$ cat config.mk
export PLATFORM = sky130hd
export DESIGN_NAME = shift_arb_flat
export DESIGN_NICKNAME = d
export VERILOG_FILES = /design/src/rtl/shift_arb_if.sv /design/src/rtl/shift_arb.sv /design/src/flat_wrapper.sv
export SDC_FILE = /design/constraint.sdc
export NUM_CORES = 1
export LEC_CHECK = 0
export CAP_MARGIN = 10
export CELL_PAD_IN_SITES_DETAIL_PLACEMENT = 1
export CELL_PAD_IN_SITES_GLOBAL_PLACEMENT = 2
export CORE_AREA = 2 2 121 99
export CTS_BUF_LIST = sky130_fd_sc_hd__clkbuf_4
export DETAILED_ROUTE_END_ITERATION = 10
export DIE_AREA = 0 0 123 101
export PLACE_DENSITY = 0.87
export REMOVE_ABC_BUFFERS = 1
export SYNTH_ARGS = -nofsm -noshare
export SYNTH_HDL_FRONTEND = slang
export SYNTH_SLANG_ARGS = --single-unit
$ cat constraint.sdc
create_clock -name clk -period 4.65 [get_ports clk]
set_clock_uncertainty 0.05 [all_clocks]
set_input_delay 0.93 -clock clk [delete_from_list [all_inputs] [get_ports clk]]
set_output_delay 0.93 -clock clk [all_outputs]
set_load 0.05 [all_outputs]
$ cat src/rtl/shift_arb_if.sv
`default_nettype none
// ============================================================================
// Module   : shift_arb_if
// Purpose  : Bundles the shift_arb request, config and output signals.
//            master = requester/controller/sink side, slave = shift_arb.
// Revision : 1.0  initial release
// ============================================================================
interface shift_arb_if #(
  parameter int IN_WIDTH   = 20,
  parameter int OUT_WIDTH  = 8,
  parameter int SHFT_WIDTH = 4,
  parameter int N_REQ      = 4,
  parameter int IDX_W      = $clog2(N_REQ)
);
  logic [N_REQ-1:0]          req_valid;
  logic [N_REQ*IN_WIDTH-1:0] req_data;
  logic [N_REQ-1:0]          req_ready;
  logic                      cfg_we;
  logic [IDX_W-1:0]          cfg_idx;
  logic [SHFT_WIDTH-1:0]     cfg_shift;
  logic                      cfg_err;
  logic                      out_valid;
  logic                      out_ready;
  logic [OUT_WIDTH-1:0]      out_data;
  logic [IDX_W-1:0]          out_src;

  modport master (
    output req_valid, req_data, cfg_we, cfg_idx, cfg_shift, out_ready,
    input  req_ready, cfg_err, out_valid, out_data, out_src
  );

  modport slave (
    input  req_valid, req_data, cfg_we, cfg_idx, cfg_shift, out_ready,
    output req_ready, cfg_err, out_valid, out_data, out_src
  );
endinterface
`default_nettype wire

$ cat src/rtl/shift_arb.sv
`default_nettype none
// ============================================================================
// Module   : shift_arb
// Purpose  : Round-robin arbiter over accumulator columns that right-aligns
//            the granted word by a per-column shift and registers an
//            OUT_WIDTH window behind a valid/ready output.
// Options  : SHIFT_ARB_SAT_EN - signed saturation of the output window.
// Revision : 1.0  initial release
// ============================================================================
module shift_arb #(
  parameter int IN_WIDTH   = 20,
  parameter int OUT_WIDTH  = 8,
  parameter int SHFT_WIDTH = 4,
  parameter int N_REQ      = 4,
  parameter int IDX_W      = $clog2(N_REQ)
) (
  input  logic       clk,
  input  logic       rst_n,
  shift_arb_if.slave bus
);
  localparam int MAX_SHIFT = IN_WIDTH - OUT_WIDTH;

  logic [SHFT_WIDTH-1:0] shift_tbl_q [N_REQ];
  logic                  cfg_err_q;
  logic                  cfg_bad;
  logic [IDX_W-1:0]      ptr_q, ptr_d;
  logic                  out_valid_q, out_valid_d;
  logic [OUT_WIDTH-1:0]  out_data_q, out_data_d;
  logic [IDX_W-1:0]      out_src_q, out_src_d;

  logic                  load;
  logic                  grant_vld;
  logic [IDX_W-1:0]      grant_idx;
  logic [IDX_W-1:0]      cand;
  int                    scan_idx;
  logic [N_REQ-1:0]      grant_oh;
  logic [IN_WIDTH-1:0]   word;
  logic [SHFT_WIDTH-1:0] shift;
  logic [IN_WIDTH-1:0]   shifted;
  logic [OUT_WIDTH-1:0]  slice;
  logic [OUT_WIDTH-1:0]  res;

  // The output register may take a new word when empty or being drained.
  assign load = !out_valid_q || bus.out_ready;

  // Search for the first valid column starting at the round-robin pointer.
  always_comb begin
    grant_vld = 1'b0;
    grant_idx = '0;
    scan_idx  = 0;
    cand      = '0;
    for (int k = 0; k < N_REQ; k++) begin
      scan_idx = int'(ptr_q) + k;
      if (scan_idx >= N_REQ) scan_idx = scan_idx - N_REQ;
      cand = IDX_W'(scan_idx);
      if (!grant_vld && bus.req_valid[cand]) begin
        grant_vld = 1'b1;
        grant_idx = cand;
      end
    end
  end

  // Ready is withheld during reset so no handshake can slip through.
  assign grant_oh = (rst_n && load && grant_vld)
                  ? ({{(N_REQ-1){1'b0}}, 1'b1} << grant_idx) : '0;

  // Mux the granted column's word and its currently stored shift.
  always_comb begin
    word  = '0;
    shift = '0;
    for (int i = 0; i < N_REQ; i++) begin
      if (grant_idx == IDX_W'(i)) begin
        word  = bus.req_data[i*IN_WIDTH +: IN_WIDTH];
        shift = shift_tbl_q[i];
      end
    end
  end

  // Shift s selects in[IN_WIDTH-1-s : IN_WIDTH-OUT_WIDTH-s].
  assign shifted = word >> (MAX_SHIFT - int'(shift));
  assign slice   = shifted[OUT_WIDTH-1:0];

`ifdef SHIFT_ARB_SAT_EN
  logic ovf;
  // Clamp when the discarded upper bits and the window MSB disagree.
  always_comb begin
    ovf = 1'b0;
    for (int i = 0; i < IN_WIDTH; i++) begin
      if ((i >= IN_WIDTH - 1 - int'(shift)) && (word[i] != word[IN_WIDTH-1]))
        ovf = 1'b1;
    end
    if (ovf)
      res = word[IN_WIDTH-1] ? {1'b1, {(OUT_WIDTH-1){1'b0}}}
                             : {1'b0, {(OUT_WIDTH-1){1'b1}}};
    else
      res = slice;
  end
`else
  assign res = slice;
`endif

  // Next state of the output register and the round-robin pointer.
  always_comb begin
    out_valid_d = out_valid_q;
    out_data_d  = out_data_q;
    out_src_d   = out_src_q;
    ptr_d       = ptr_q;
    if (load) begin
      out_valid_d = grant_vld;
      if (grant_vld) begin
        out_data_d = res;
        out_src_d  = grant_idx;
        ptr_d      = (grant_idx == IDX_W'(N_REQ-1)) ? '0 : grant_idx + IDX_W'(1);
      end
    end
  end

  // Output register and pointer; reset drops any in-flight word.
  always_ff @(posedge clk or negedge rst_n) begin
    if (!rst_n) begin
      out_valid_q <= 1'b0;
      out_data_q  <= '0;
      out_src_q   <= '0;
      ptr_q       <= '0;
    end else begin
      out_valid_q <= out_valid_d;
      out_data_q  <= out_data_d;
      out_src_q   <= out_src_d;
      ptr_q       <= ptr_d;
    end
  end

  // Out-of-range index or shift leaves the table untouched and flags an error.
  assign cfg_bad = ({1'b0, bus.cfg_idx} >= (IDX_W+1)'(N_REQ))
                || (int'(bus.cfg_shift) > MAX_SHIFT);

  // Shift table writes; a same-cycle grant still reads the old entry.
  always_ff @(posedge clk or negedge rst_n) begin
    if (!rst_n) begin
      for (int i = 0; i < N_REQ; i++) shift_tbl_q[i] <= '0;
      cfg_err_q <= 1'b0;
    end else begin
      cfg_err_q <= bus.cfg_we && cfg_bad;
      if (bus.cfg_we && !cfg_bad) shift_tbl_q[bus.cfg_idx] <= bus.cfg_shift;
    end
  end

  assign bus.req_ready = grant_oh;
  assign bus.cfg_err   = cfg_err_q;
  assign bus.out_valid = out_valid_q;
  assign bus.out_data  = out_data_q;
  assign bus.out_src   = out_src_q;

endmodule
`default_nettype wire

$ cat src/flat_wrapper.sv
// flat-port wrapper written by rule: the top's interface ports become plain ports
module shift_arb_flat 
#(
  parameter int IN_WIDTH   = 20,
  parameter int OUT_WIDTH  = 8,
  parameter int SHFT_WIDTH = 4,
  parameter int N_REQ      = 4,
  parameter int IDX_W      = $clog2(N_REQ)
)
  (clk, rst_n, bus_req_valid, bus_req_data, bus_cfg_we, bus_cfg_idx, bus_cfg_shift, bus_out_ready, bus_req_ready, bus_cfg_err, bus_out_valid, bus_out_data, bus_out_src);
  shift_arb_if #(.IN_WIDTH(IN_WIDTH), .OUT_WIDTH(OUT_WIDTH), .SHFT_WIDTH(SHFT_WIDTH), .N_REQ(N_REQ), .IDX_W(IDX_W)) bus_i ();
  input  logic clk;
  input  logic rst_n;
  input wire logic [$bits(bus_i.req_valid)-1:0] bus_req_valid;
  input wire logic [$bits(bus_i.req_data)-1:0] bus_req_data;
  input wire logic [$bits(bus_i.cfg_we)-1:0] bus_cfg_we;
  input wire logic [$bits(bus_i.cfg_idx)-1:0] bus_cfg_idx;
  input wire logic [$bits(bus_i.cfg_shift)-1:0] bus_cfg_shift;
  input wire logic [$bits(bus_i.out_ready)-1:0] bus_out_ready;
  output wire logic [$bits(bus_i.req_ready)-1:0] bus_req_ready;
  output wire logic [$bits(bus_i.cfg_err)-1:0] bus_cfg_err;
  output wire logic [$bits(bus_i.out_valid)-1:0] bus_out_valid;
  output wire logic [$bits(bus_i.out_data)-1:0] bus_out_data;
  output wire logic [$bits(bus_i.out_src)-1:0] bus_out_src;
  assign bus_i.req_valid = bus_req_valid;
  assign bus_i.req_data = bus_req_data;
  assign bus_i.cfg_we = bus_cfg_we;
  assign bus_i.cfg_idx = bus_cfg_idx;
  assign bus_i.cfg_shift = bus_cfg_shift;
  assign bus_i.out_ready = bus_out_ready;
  assign bus_req_ready = bus_i.req_ready;
  assign bus_cfg_err = bus_i.cfg_err;
  assign bus_out_valid = bus_i.out_valid;
  assign bus_out_data = bus_i.out_data;
  assign bus_out_src = bus_i.out_src;
  shift_arb #(.IN_WIDTH(IN_WIDTH), .OUT_WIDTH(OUT_WIDTH), .SHFT_WIDTH(SHFT_WIDTH), .N_REQ(N_REQ), .IDX_W(IDX_W)) u_core (.clk(clk), .rst_n(rst_n), .bus(bus_i));
endmodule
* Yosys cells after proc, flatten, opt, wreduce, memory -nomap -nowiden
Index checks and enable logic that the tools add are counted.
** Cells by class
- $add $sub $neg :: 9
- Multiply operators :: 0
- Div/mod/pow operators :: 0
- Order comparisons :: 11
- Eq/ne operators :: 3
- Shifts and indexed selects :: 2
- Mux-type cells :: 33
- Bitwise logic cells :: 1
- Reductions and logical operators :: 16
** Operator list (number)
- $mux W20 :: 4
- $shr A20 B32 Y8 :: 1
- $mux W4 :: 6
- $mux W2 :: 9
- $bwmux W16 :: 1
- $ge A3 B3 Y1 const B :: 4
- $lt A2 B3 Y1 const B :: 4
- $bmux W1 S2 :: 4
- $demux W4 S2 :: 1
- $logic_and A1 B1 Y1 :: 8
- $mux W1 :: 8
- $sub A2 B1 Y2 const B :: 4
- $add A2 B2 Y3 const B :: 2
- $logic_not A1 Y1 :: 5
- $sub A4 B4 Y5 const A :: 1
- $eq A2 B2 Y1 const B :: 2
- $gt A4 B4 Y1 const B :: 1
- $shl A1 B2 Y4 const A :: 1
- $add A2 B1 Y3 const B :: 1
- $ge A2 B3 Y1 const B :: 1
- $lt A3 B1 Y1 const B :: 1
- $not A2 Y3 :: 1
- $add A2 B1 Y2 const B :: 1
- $eq A2 B1 Y1 const B :: 1
- other kinds (3) :: 3
** Word-level totals
- Flip-flop bits (word level) :: 30
- Bits in latches :: 0
- RAM bits :: 0
- Bits in read-only memories :: 0
- Output and inout port bits :: 16
- Word-level logic and storage cells :: 84
- Memories :: 0

* Depth between registers and ports, before layout
Gate-level depths: netlist of the first run.
- Depth in word-level cells :: 21
- Mapped depth :: 20

* Worst setup path after synthesis of the first run
No wires, ideal clock.
- Kind :: in2reg
- Start :: input bus_req_valid[3]
- End :: register u_core.out_data_q[1] (netlist: u_core.bus.out_data[1])
- Arrival :: 4284 ps
- Required time :: 4461 ps
- Path slack :: 177 ps
- Stages :: 19
- Path buffers :: 5
- Path through :: inv_1 > a22oi_1 > o221ai_1 > nor2_1 > inv_1 > ha_1 > buf_6 > nor2_2 > o211ai_2 > nand2_4 > buf_4 > buf_4 > ha_1 > clkbuf_1 > inv_1 > clkbuf_1 > mux2_2 > a22oi_1 > o221ai_1
** Between the ends
- Word-level cells in the longest chain between the ends :: 19
- Elaborated cells between the ends (all ways) :: 37
** RTL lines
- from (decl) :: RTL line flat_wrapper.sv:14 : input wire logic [$bits(bus_i.req_valid)-1:0] bus_req_valid;
- $bmux W1 S2 :: RTL line shift_arb.sv:56 : if (!grant_vld && bus.req_valid[cand]) begin
- $mux W1 (not written as such) :: RTL line shift_arb.sv:56
- $mux W1 :: RTL line shift_arb.sv:56
- $logic_not A1 Y1 :: RTL line shift_arb.sv:56
- $logic_and A1 B1 Y1 :: RTL line shift_arb.sv:56
- $mux W1 :: RTL line shift_arb.sv:56
- $logic_not A1 Y1 :: RTL line shift_arb.sv:56
- $logic_and A1 B1 Y1 :: RTL line shift_arb.sv:56
- $mux W1 :: RTL line shift_arb.sv:56
- $logic_not A1 Y1 :: RTL line shift_arb.sv:56
- $logic_and A1 B1 Y1 :: RTL line shift_arb.sv:56
- $mux W2 (*) :: RTL line shift_arb.sv:56
- via u_core.grant_idx[0] :: RTL line shift_arb.sv:33 : logic [IDX_W-1:0] grant_idx;
- $logic_not A2 Y1 :: RTL line shift_arb.sv:72 : if (grant_idx == IDX_W'(i)) begin
- $mux W4 (4 in series) :: RTL line shift_arb.sv:72
- $sub A4 B4 Y5 :: RTL line shift_arb.sv:80 : assign shifted = word >> (MAX_SHIFT - int'(shift));
- $shr A20 B32 Y8 (*) :: RTL line shift_arb.sv:80
- to (signal assigned) :: RTL line shift_arb.sv:127 : out_data_q <= out_data_d;
- to (decl) :: RTL line shift_arb.sv:28 : logic [OUT_WIDTH-1:0] out_data_q, out_data_d;
The timed path passes the listed nets; every way through them passes the cells marked *. The select of a mux whose other input is x is not followed.
A chain may end at the register's enable or synchronous reset.

* Final worst setup path of the first run
- Start :: input bus_req_valid[3]
- End :: register u_core.out_data_q[2] (netlist: u_core.bus.out_data[2])
Same word-level chain as after synthesis.

==> reports/metrics.cfg, run 1 <==
[run_status]
status = complete, no violations

[cts]
htree_levels = 2
post_cts_buffers = 0
cts.sinks = 30
numCtsBuffers = 5
post_cts_resized = 0
hold_buffers = 0
cts.clk_slew.worst_paths_ps = 100
root_buffer = clkbuf_4
cts_buffer_depth = 2
cts_tree = built
insertion_delay_ps = 330

[worst_setup_path]
r2r_setup_slack_ps = 960
cp_max_fo = 9
reg2reg_from = u_core.ptr_q[1]
crit_path_start = bus_req_valid[3]
cp.arrival_ps = 4520
reg2regPathDepth = 14
worstSetupPathType = input port to flip-flop
cp-endpoint = u_core.bus.out_data[2]
required_ps = 4830
start_kind = input port
end_kind = flip-flop
r2r-end = u_core.bus.out_data[2]

[final_layout]
seq_area_um2 = 751
layout.nets = 546
drive_above_1_share_pct = 16.6
syn_to_final_growth_pct = 50.0
multiInputGateArea_um2 = 1930
antenna_cells = 0
finish.instance_area_um2 = 4290
nFillCells = 1319

[floorplanning]
die_width_um = 123
rows = 35
die_y_um = 101
design.die.area_um2 = 12400
pin_count = 110
core_um2 = 11300
start_util_pct = 25.3

[sta]
drv_slew = 0
period_share_pct = 93.2
slew_headroom_pct = 53.4
rsz0062_at_grt = false
post-route-min-period_ps = 4330
fmax_ghz = 0.231
setup_ws_ps = 316
setup_viol = 0
worst_pin_slew_ps = 699
hold_ws_ps = 461
finalHoldViolCount = 0

[routing]
wl_per_cell_um = 18.7
drtIter0Drc = 155
wl_um = 11100
drc = 0
vias = 3151
dr.pass1.iters = 4
drtAntennaViolNets = 0
routed_via_density = 5.30

[pwr]
vdd_drop_max_mv = 0.276
finalPower_uw = 3390
p_per_area_nw_per_um2 = 790
p_leak_uw = 0.00170

[logic_synthesis]
synthTopCellsByCount = nand2_1 (53), dfrtp_1 (30), a21oi_1 (26), mux2_2 (26), mux2i_1 (19)
synth_top_family_by_area = compound AO/OA/AOI/OAI gates
synth_xor_area_share_pct = 0.612
synthAdderAreaFrac_pct = 2.19
synth.area.mux_share_pct = 19.0
synth_area_leaders = dfrtp_1 (26%), mux2_2 (10%), nand2_1 (6.9%), mux2i_1 (6.6%), a21oi_1 (4.5%)
ys_seq_area_share_pct = 26.2
ys_warn_count = 0
yosys.area_share.simple_pct = 18.1
synth_area_um2 = 2860
synthArstFlopShare_pct = 100
synth_top_cell_by_area = dfrtp_1
avgSynthCellArea_um2 = 8.57
ys.flop_type = dfrtp_1
synth_cell_types = 57
synthMostInstantiatedCell = nand2_1
synth_enable_flop_cells = 0
synth_cells = 334
synth_compound_area_share_pct = 27.3
netlist.area_leader.share_pct = 26.2
synth_seq_cells = 30

[place]
dp_slack_ps = -5.60
numPortBuffers = 109
place.detailed.hpwl_um = 8690
place.gp.congestion = 0.932
placed_cell_area_um2 = 4220

[global_route]
grt_pass1_vias = 3277
gr-total-overflow = 0
grt_pass1_wl_um = 17200
grt_max_degree = 24
grtUsageTotal_pct = 17.6
antenna_found_initial = 0

[hold_path]
min_path_type = flip-flop to flip-flop

[run]
max-cap-violations = 0

[how the worst min path moves through the flow]
stage          cells past startpoint                   from               endpoint
2_1_floorplan                      1  u_core.shift_tbl_q[3]  u_core.shift_tbl_q[3]
5_1_grt                            1  u_core.bus.out_src[0]  u_core.bus.out_src[0]
3_3_place_gp                       1  u_core.bus.out_src[0]  u_core.bus.out_src[0]
3_5_place_dp                       1  u_core.bus.out_src[0]  u_core.bus.out_src[0]
6_report                           2  u_core.bus.out_src[1]  u_core.bus.out_src[1]
4_1_cts                            1  u_core.bus.out_src[0]  u_core.bus.out_src[0]
[cell families after synthesis]
kind of cell    Yosys count
xor+xnor                  2
buf+inv                  35
compound gates          110
fa+ha+maj                 5
flops                    30
simple gates            104
mux                      48
[flip-flops by register name, summed over array words and instances (netlist names)]
signal	flops
u_core.shift_tbl_q	16
u_core.bus.out_data	8
u_core.bus.out_src	2
u_core.ptr_q	2
u_core.bus.cfg_err	1
u_core.bus.out_valid	1
[cell usage in the layout, fill, tap and decap left out, drive strengths merged, types with 11 or more instances in the layout]
cell type,instances
nand2,54
buf,26
mux2i,19
clkdlybuf4s50,105
o221ai,14
a21oi,26
mux2,27
dfrtp,30
nor2,11
o211ai,18
[metrics by stage]
step	instances	setup TNS, ps	utilization, %
3_3_place_gp	588	0	37.3
6_report	595	0	38.0
4_1_cts	595	0	37.9
2_1_floorplan	309	-319	-
3_5_place_dp	588	-5.60	37.3
5_1_grt	595	0	38.0
[area by class of cell]
type	count	share of cell area (%)
Multi-Input combinational cell	269	44.9
Timing Repair Buffer	131	30.8
Sequential cell	30	17.5
Tap cell	148	4.31
Clock buffer	5	0.874
Inverter	10	0.874
Clock inverter	2	0.787
[where the power goes]
part,switching [uW],total (uW),internal [uW]
combinational,1570,2790,1220
clock,98.2,207,109
sequential,57.3,399,341
total,1730,3390,1670
[critical path: stages]
cell and delay, ps:
clkdlybuf4s50_1 480, inv_1 70, a22oi_1 180, o221ai_1 170, nor2_1 270, ha_1 350, inv_2 160, o22a_4 290
nand2_4 90, ha_1 220, inv_1 110, or4_1 580, a21o_1 270, a211o_1 240, o211ai_1 110
[metal layers]
layer / wire [um] / vias to the layer above / track usage (%)
li1: - / 1499 / -
met1: 5370 / 1554 / 24.9
met2: 4950 / 91 / 28.1
met3: 718 / 7 / 3.51
met4: 67 / 0 / 2.97
met5: 0 / - / 0
No activity file was read; power rests on OpenSTA's default activity.
==> run 2, diff against run 1 <==
CELL_PAD_IN_SITES_DETAIL_PLACEMENT = unset   (was 1)
CELL_PAD_IN_SITES_GLOBAL_PLACEMENT = unset   (was 2)
CORE_AREA = 2 2 105 86   (was 2 2 121 99)
DIE_AREA = 0 0 107 88   (was 0 0 123 101)
PLACE_DENSITY = 0.69   (was 0.87)
==> run 2 against run 1 <==
  * Hold slack got worse by 26 ps
  * Register-to-register slack improved by 70 ps
  * Global-route usage rose by 2.6 points
  * Total power fell by 2.2%
  * Highest routed layer unchanged
  * Critical path type unchanged
  * Critical path depth fell by 2
  * Clock power fell by 3%
  * Die area fell by 24%
==> reports/metrics.cfg, run 2 (synthesis gave the netlist of run 1 again) <==
[pwr]
vdd_drop_max_mv = 0.404
p_leak_uw = 0.00170
p_per_area_nw_per_um2 = 785

[floorplanning]
pin_count = 110
die_width_um = 107
start_util_pct = 34.2
core_um2 = 8370
rows = 30
design.die.area_um2 = 9420
die_y_um = 88

[worst_setup_path]
start_kind = input port
end_kind = flip-flop
cp.arrival_ps = 4430
reg2reg_from = u_core.ptr_q[1]
reg2regPathDepth = 12
r2r-end = u_core.bus.out_data[1]
r2r_setup_slack_ps = 1030
required_ps = 4800
cp_max_fo = 30
worstSetupPathType = input port to flip-flop

[routing]
wl_per_cell_um = 17.5
vias = 3102
wl_um = 9760
drtIter0Drc = 227
routed_via_density = 5.56
drc = 0
drtAntennaViolNets = 0
dr.pass1.iters = 5

[sta]
fmax_ghz = 0.234
finalHoldViolCount = 0
worst_pin_slew_ps = 651
drv_slew = 0
setup_viol = 0
rsz0062_at_grt = false
setup_tns_ps = 0
period_share_pct = 92.0
hold_ws_ps = 434
setup_ws_ps = 371
post-route-min-period_ps = 4280
slew_headroom_pct = 56.6

[cts]
hold_buffers = 0
cts.clk_slew.worst_paths_ps = 90
insertion_delay_ps = 340
cts.sinks = 30
root_buffer = clkbuf_4
numCtsBuffers = 5
cts_buffer_depth = 2
htree_levels = 2
cts_tree = built
post_cts_buffers = 0
post_cts_resized = 0

[global_route]
met2_usage_pct = 32.0
grt_pass1_wl_um = 15000
grtUsageTotal_pct = 20.2
grt.met3_usage_pct = 4.61
grt_pass1_vias = 2947
grt_max_degree = 31
antenna_found_initial = 0
grt_busiest_layer = met2
gr-total-overflow = 0
grt_use_met1_pct = 28.3

[hold_path]
min_path_type = flip-flop to flip-flop
holdCritStartpoint = u_core.bus.out_src[0]
min_to = u_core.bus.out_src[0]
hold_path_depth = 1

[run_status]
status = complete, no violations

[place]
place.gp.congestion = 0.966
placedCellCount = 551
placed_cell_area_um2 = 4150
dp_slack_ps = 124
numPortBuffers = 109
place.detailed.hpwl_um = 7700

[final_layout]
top_register = u_core.shift_tbl_q
largest_register_ffs = 16
layoutNonFillerInstCount = 558
syn_to_final_growth_pct = 47.5
antenna_cells = 0
layout.nets = 545
final_common_cell = clkdlybuf4s50_1
final_cell_mix = clkdlybuf4s50_1 (105), nand2_1 (53), dfrtp_1 (30)
drive_above_1_share_pct = 15.7
finish.instance_area_um2 = 4220

[run]
max-cap-violations = 0

==> run 2: worst max path at each step <==
stage,start,slack [ps],end
6_report,bus_req_valid[3],370,u_core.bus.out_data[1]
5_1_grt,bus_req_valid[3],110,u_core.bus.out_data[5]
4_1_cts,bus_req_valid[3],420,bus_req_ready[1]
3_5_place_dp,bus_req_valid[3],120,u_core.bus.out_data[1]
3_3_place_gp,bus_req_valid[3],190,u_core.bus.out_data[1]
2_1_floorplan,bus_req_valid[3],-190,u_core.bus.out_data[6]
==> run 2: critical path, stage by stage <==
cell and delay [ps]:
clkdlybuf4s50_1 480, inv_1 70, a22oi_1 180, o221ai_1 170, nor2_1 240, ha_1 390, buf_4 360, o21ai_0 200
o221a_2 300, mux2_2 260, mux2_2 300, a22oi_1 340, o221ai_1 190
==> run 2: routing by layer <==
metal | wire length, um | vias up | part of all wire, %
met5 | 0 | - | 0
met4 | 89 | 0 | 0.91
met3 | 767 | 11 | 7.9
met2 | 4220 | 118 | 43
met1 | 4680 | 1473 | 48
li1 | - | 1500 | -
==> run 2: cell type report <==
class,instances,area (um2)
clock buffer,5,37.5
clock inverter,2,33.8
fill,795,4150
inverter,10,37.5
multi-input combinational,269,1920
sequential,30,751
tap,112,140
timing repair buffer,130,1300
==> run 2: per-stage QoR <==
stage               power [uW]  utilization [%]
global placement          3090             49.6
CTS                       3290             50.4
detailed placement        3070             49.6
finish                    3320             50.4
floorplan                 2190                -
global route              3560             50.4
==> run 2: report_power, final <==
part	internal (uW)	switching, uW	total (uW)
logic	1200	1520	2720
registers	342	56.7	398
clock network	109	91.9	200
total	1650	1670	3320
==> run 3, diff against run 2 <==
PLACE_DENSITY = 0.66   (was 0.69)
RECOVER_POWER = 100   (was unset)
==> run 3 against run 2 <==
  * Wire length is 1.1% lower
  * Total power fell by 2.3%
  * Non-clock buffer count rose by 2
  * Maximum frequency down 0.22%
  * Sequential power about the same
  * Final cell count up 0.54%
  * First-iteration DRC count increased by 23%
  * Utilization decreased by 0.27 points
  * Critical path type is now input port to output port
  * Critical endpoint is now bus_req_ready[1]
==> reports/metrics.cfg, run 3 (synthesis gave the netlist of run 1 again) <==
[final_layout]
finish.instance_area_um2 = 4200
final_common_cell = clkdlybuf4s50_1
multiInputGateArea_um2 = 1920
layout.nets = 547
seq_area_um2 = 751
final_util_pct = 50.2
largest_register_ffs = 16
final_cell_mix = clkdlybuf4s50_1 (91), nand2_1 (53), dfrtp_1 (30)
drive_above_1_share_pct = 15.4
syn_to_final_growth_pct = 46.7
nFillCells = 791
top_register = u_core.shift_tbl_q
antenna_cells = 0

[routing]
drtIter0Drc = 279
routed_via_density = 5.50
wl_per_cell_um = 17.2
drc = 0
dr.pass1.iters = 5
vias = 3086
wl_um = 9650
drtAntennaViolNets = 0

[floorplanning]
rows = 30
start_util_pct = 34.2
design.die.area_um2 = 9420
die_width_um = 107
die_y_um = 88
pin_count = 110
core_um2 = 8370

[run_status]
status = complete, no violations

[worst_setup_path]
cp.arrival_ps = 3310
start_kind = input port
crit_buf_inv = 4
critical-path-max-stage-delay_ps = 480
cp_top_family = buffers and inverters
reg2reg_from = u_core.ptr_q[1]
crit_path_start = bus_req_valid[3]
cp_slowest_cell = clkdlybuf4s50_1
r2r-end = u_core.bus.out_data[4]
worstPathCellList = clkdlybuf4s50_1 > inv_1 > a22oi_1 > o221ai_1 > nor2_1 > ha_1 > clkbuf_4 > and3_1 > buf_12
reg2regPathDepth = 15
r2r_setup_slack_ps = 990
cp_max_fo = 32
cp-endpoint = bus_req_ready[1]
required_ps = 3670
crit_cells = 9
worstSetupPathType = input port to output port
end_kind = output port

[pwr]
vdd_drop_max_mv = 0.443
p_per_area_nw_per_um2 = 772
p_leak_uw = 0.00170

[place]
placed_cell_area_um2 = 4170
numPortBuffers = 109
place.detailed.hpwl_um = 7600
place.gp.congestion = 0.868

[global_route]
grt_pass1_vias = 2882
antenna_found_initial = 0
gr-total-overflow = 0
grtUsageTotal_pct = 20.3
grt_pass1_wl_um = 15100
grt_max_degree = 33

[cts]
cts.clk_slew.worst_paths_ps = 100
cts.sinks = 30
post_cts_resized = 0
hold_buffers = 0
htree_levels = 2
insertion_delay_ps = 340
cts_tree = built
numCtsBuffers = 5
root_buffer = clkbuf_4
post_cts_buffers = 0
cts_buffer_depth = 2

[run]
max-cap-violations = 0

[sta]
finalHoldViolCount = 0
rsz0062_at_grt = false
setup_viol = 0
worst_pin_slew_ps = 1150
fmax_ghz = 0.233
drv_slew = 0
slew_headroom_pct = 23.4
post-route-min-period_ps = 4290
period_share_pct = 92.2
setup_tns_ps = 0

[hold_path]
min_path_type = flip-flop to flip-flop

run 3: changes by cell type in the layout (fill, tap and decap cells not counted):
cell             before  now
dlygate4sd3_1         0   14
clkinv_2              0    1
bufinv_16             1    0
clkbuf_2              0    2
clkbuf_1              0    4
clkdlybuf4s50_1     105   91
clkinvlp_4            0    1
clkbuf_4              5    6
buf_4                20   15
run 3: per-stage QoR:
step / total power [uW] / hold WS [ps] / worst slack, ps / instances
global route: 3490 / 466 / 54.4 / 561
global placement: 3070 / 419 / 114 / 553
detailed placement: 3060 / 419 / 34.9 / 553
floorplan: 2190 / 429 / -193 / 309
finish: 3240 / 436 / 362 / 561
CTS: 3230 / 445 / 408 / 561
run 3: how the worst min path moves through the flow:
stage / start / to / depth (start not counted)
6_report: u_core.bus.out_src[0] / u_core.bus.out_src[0] / 1
5_1_grt: u_core.bus.out_src[0] / u_core.bus.out_src[0] / 1
4_1_cts: u_core.bus.out_src[0] / u_core.bus.out_src[0] / 1
3_5_place_dp: u_core.bus.out_src[0] / u_core.bus.out_src[0] / 1
3_3_place_gp: u_core.bus.out_src[0] / u_core.bus.out_src[0] / 1
2_1_floorplan: u_core.shift_tbl_q[3] / u_core.shift_tbl_q[3] / 1
run 3: layer usage:
layer	track usage [%]	vias to the layer above	wire, um
met1	31.5	1445	4900
li1	-	1504	-
met2	29.4	135	3950
met3	3.50	2	761
met5	0	-	0
met4	4.01	0	42
run 3: power by group:
part | switching, uW | internal, uW | leakage [uW] | total, uW
sequential | 54.7 | 341 | 0.000362 | 396
combinational | 1500 | 1190 | 0.00130 | 2690
clock | 101 | 56.1 | 0.0000286 | 157
total | 1650 | 1590 | 0.00170 | 3240
run 3: layout make-up:
| type | count | share of cell area (%) |
|---|---|---|
| clock inverter | 3 | 0.387 |
| timing repair buffer | 132 | 30.9 |
| inverter | 10 | 0.894 |
| clock buffer | 5 | 0.894 |
| multi-input combinational | 269 | 45.7 |
| sequential | 30 | 17.9 |
| tap | 112 | 3.34 |
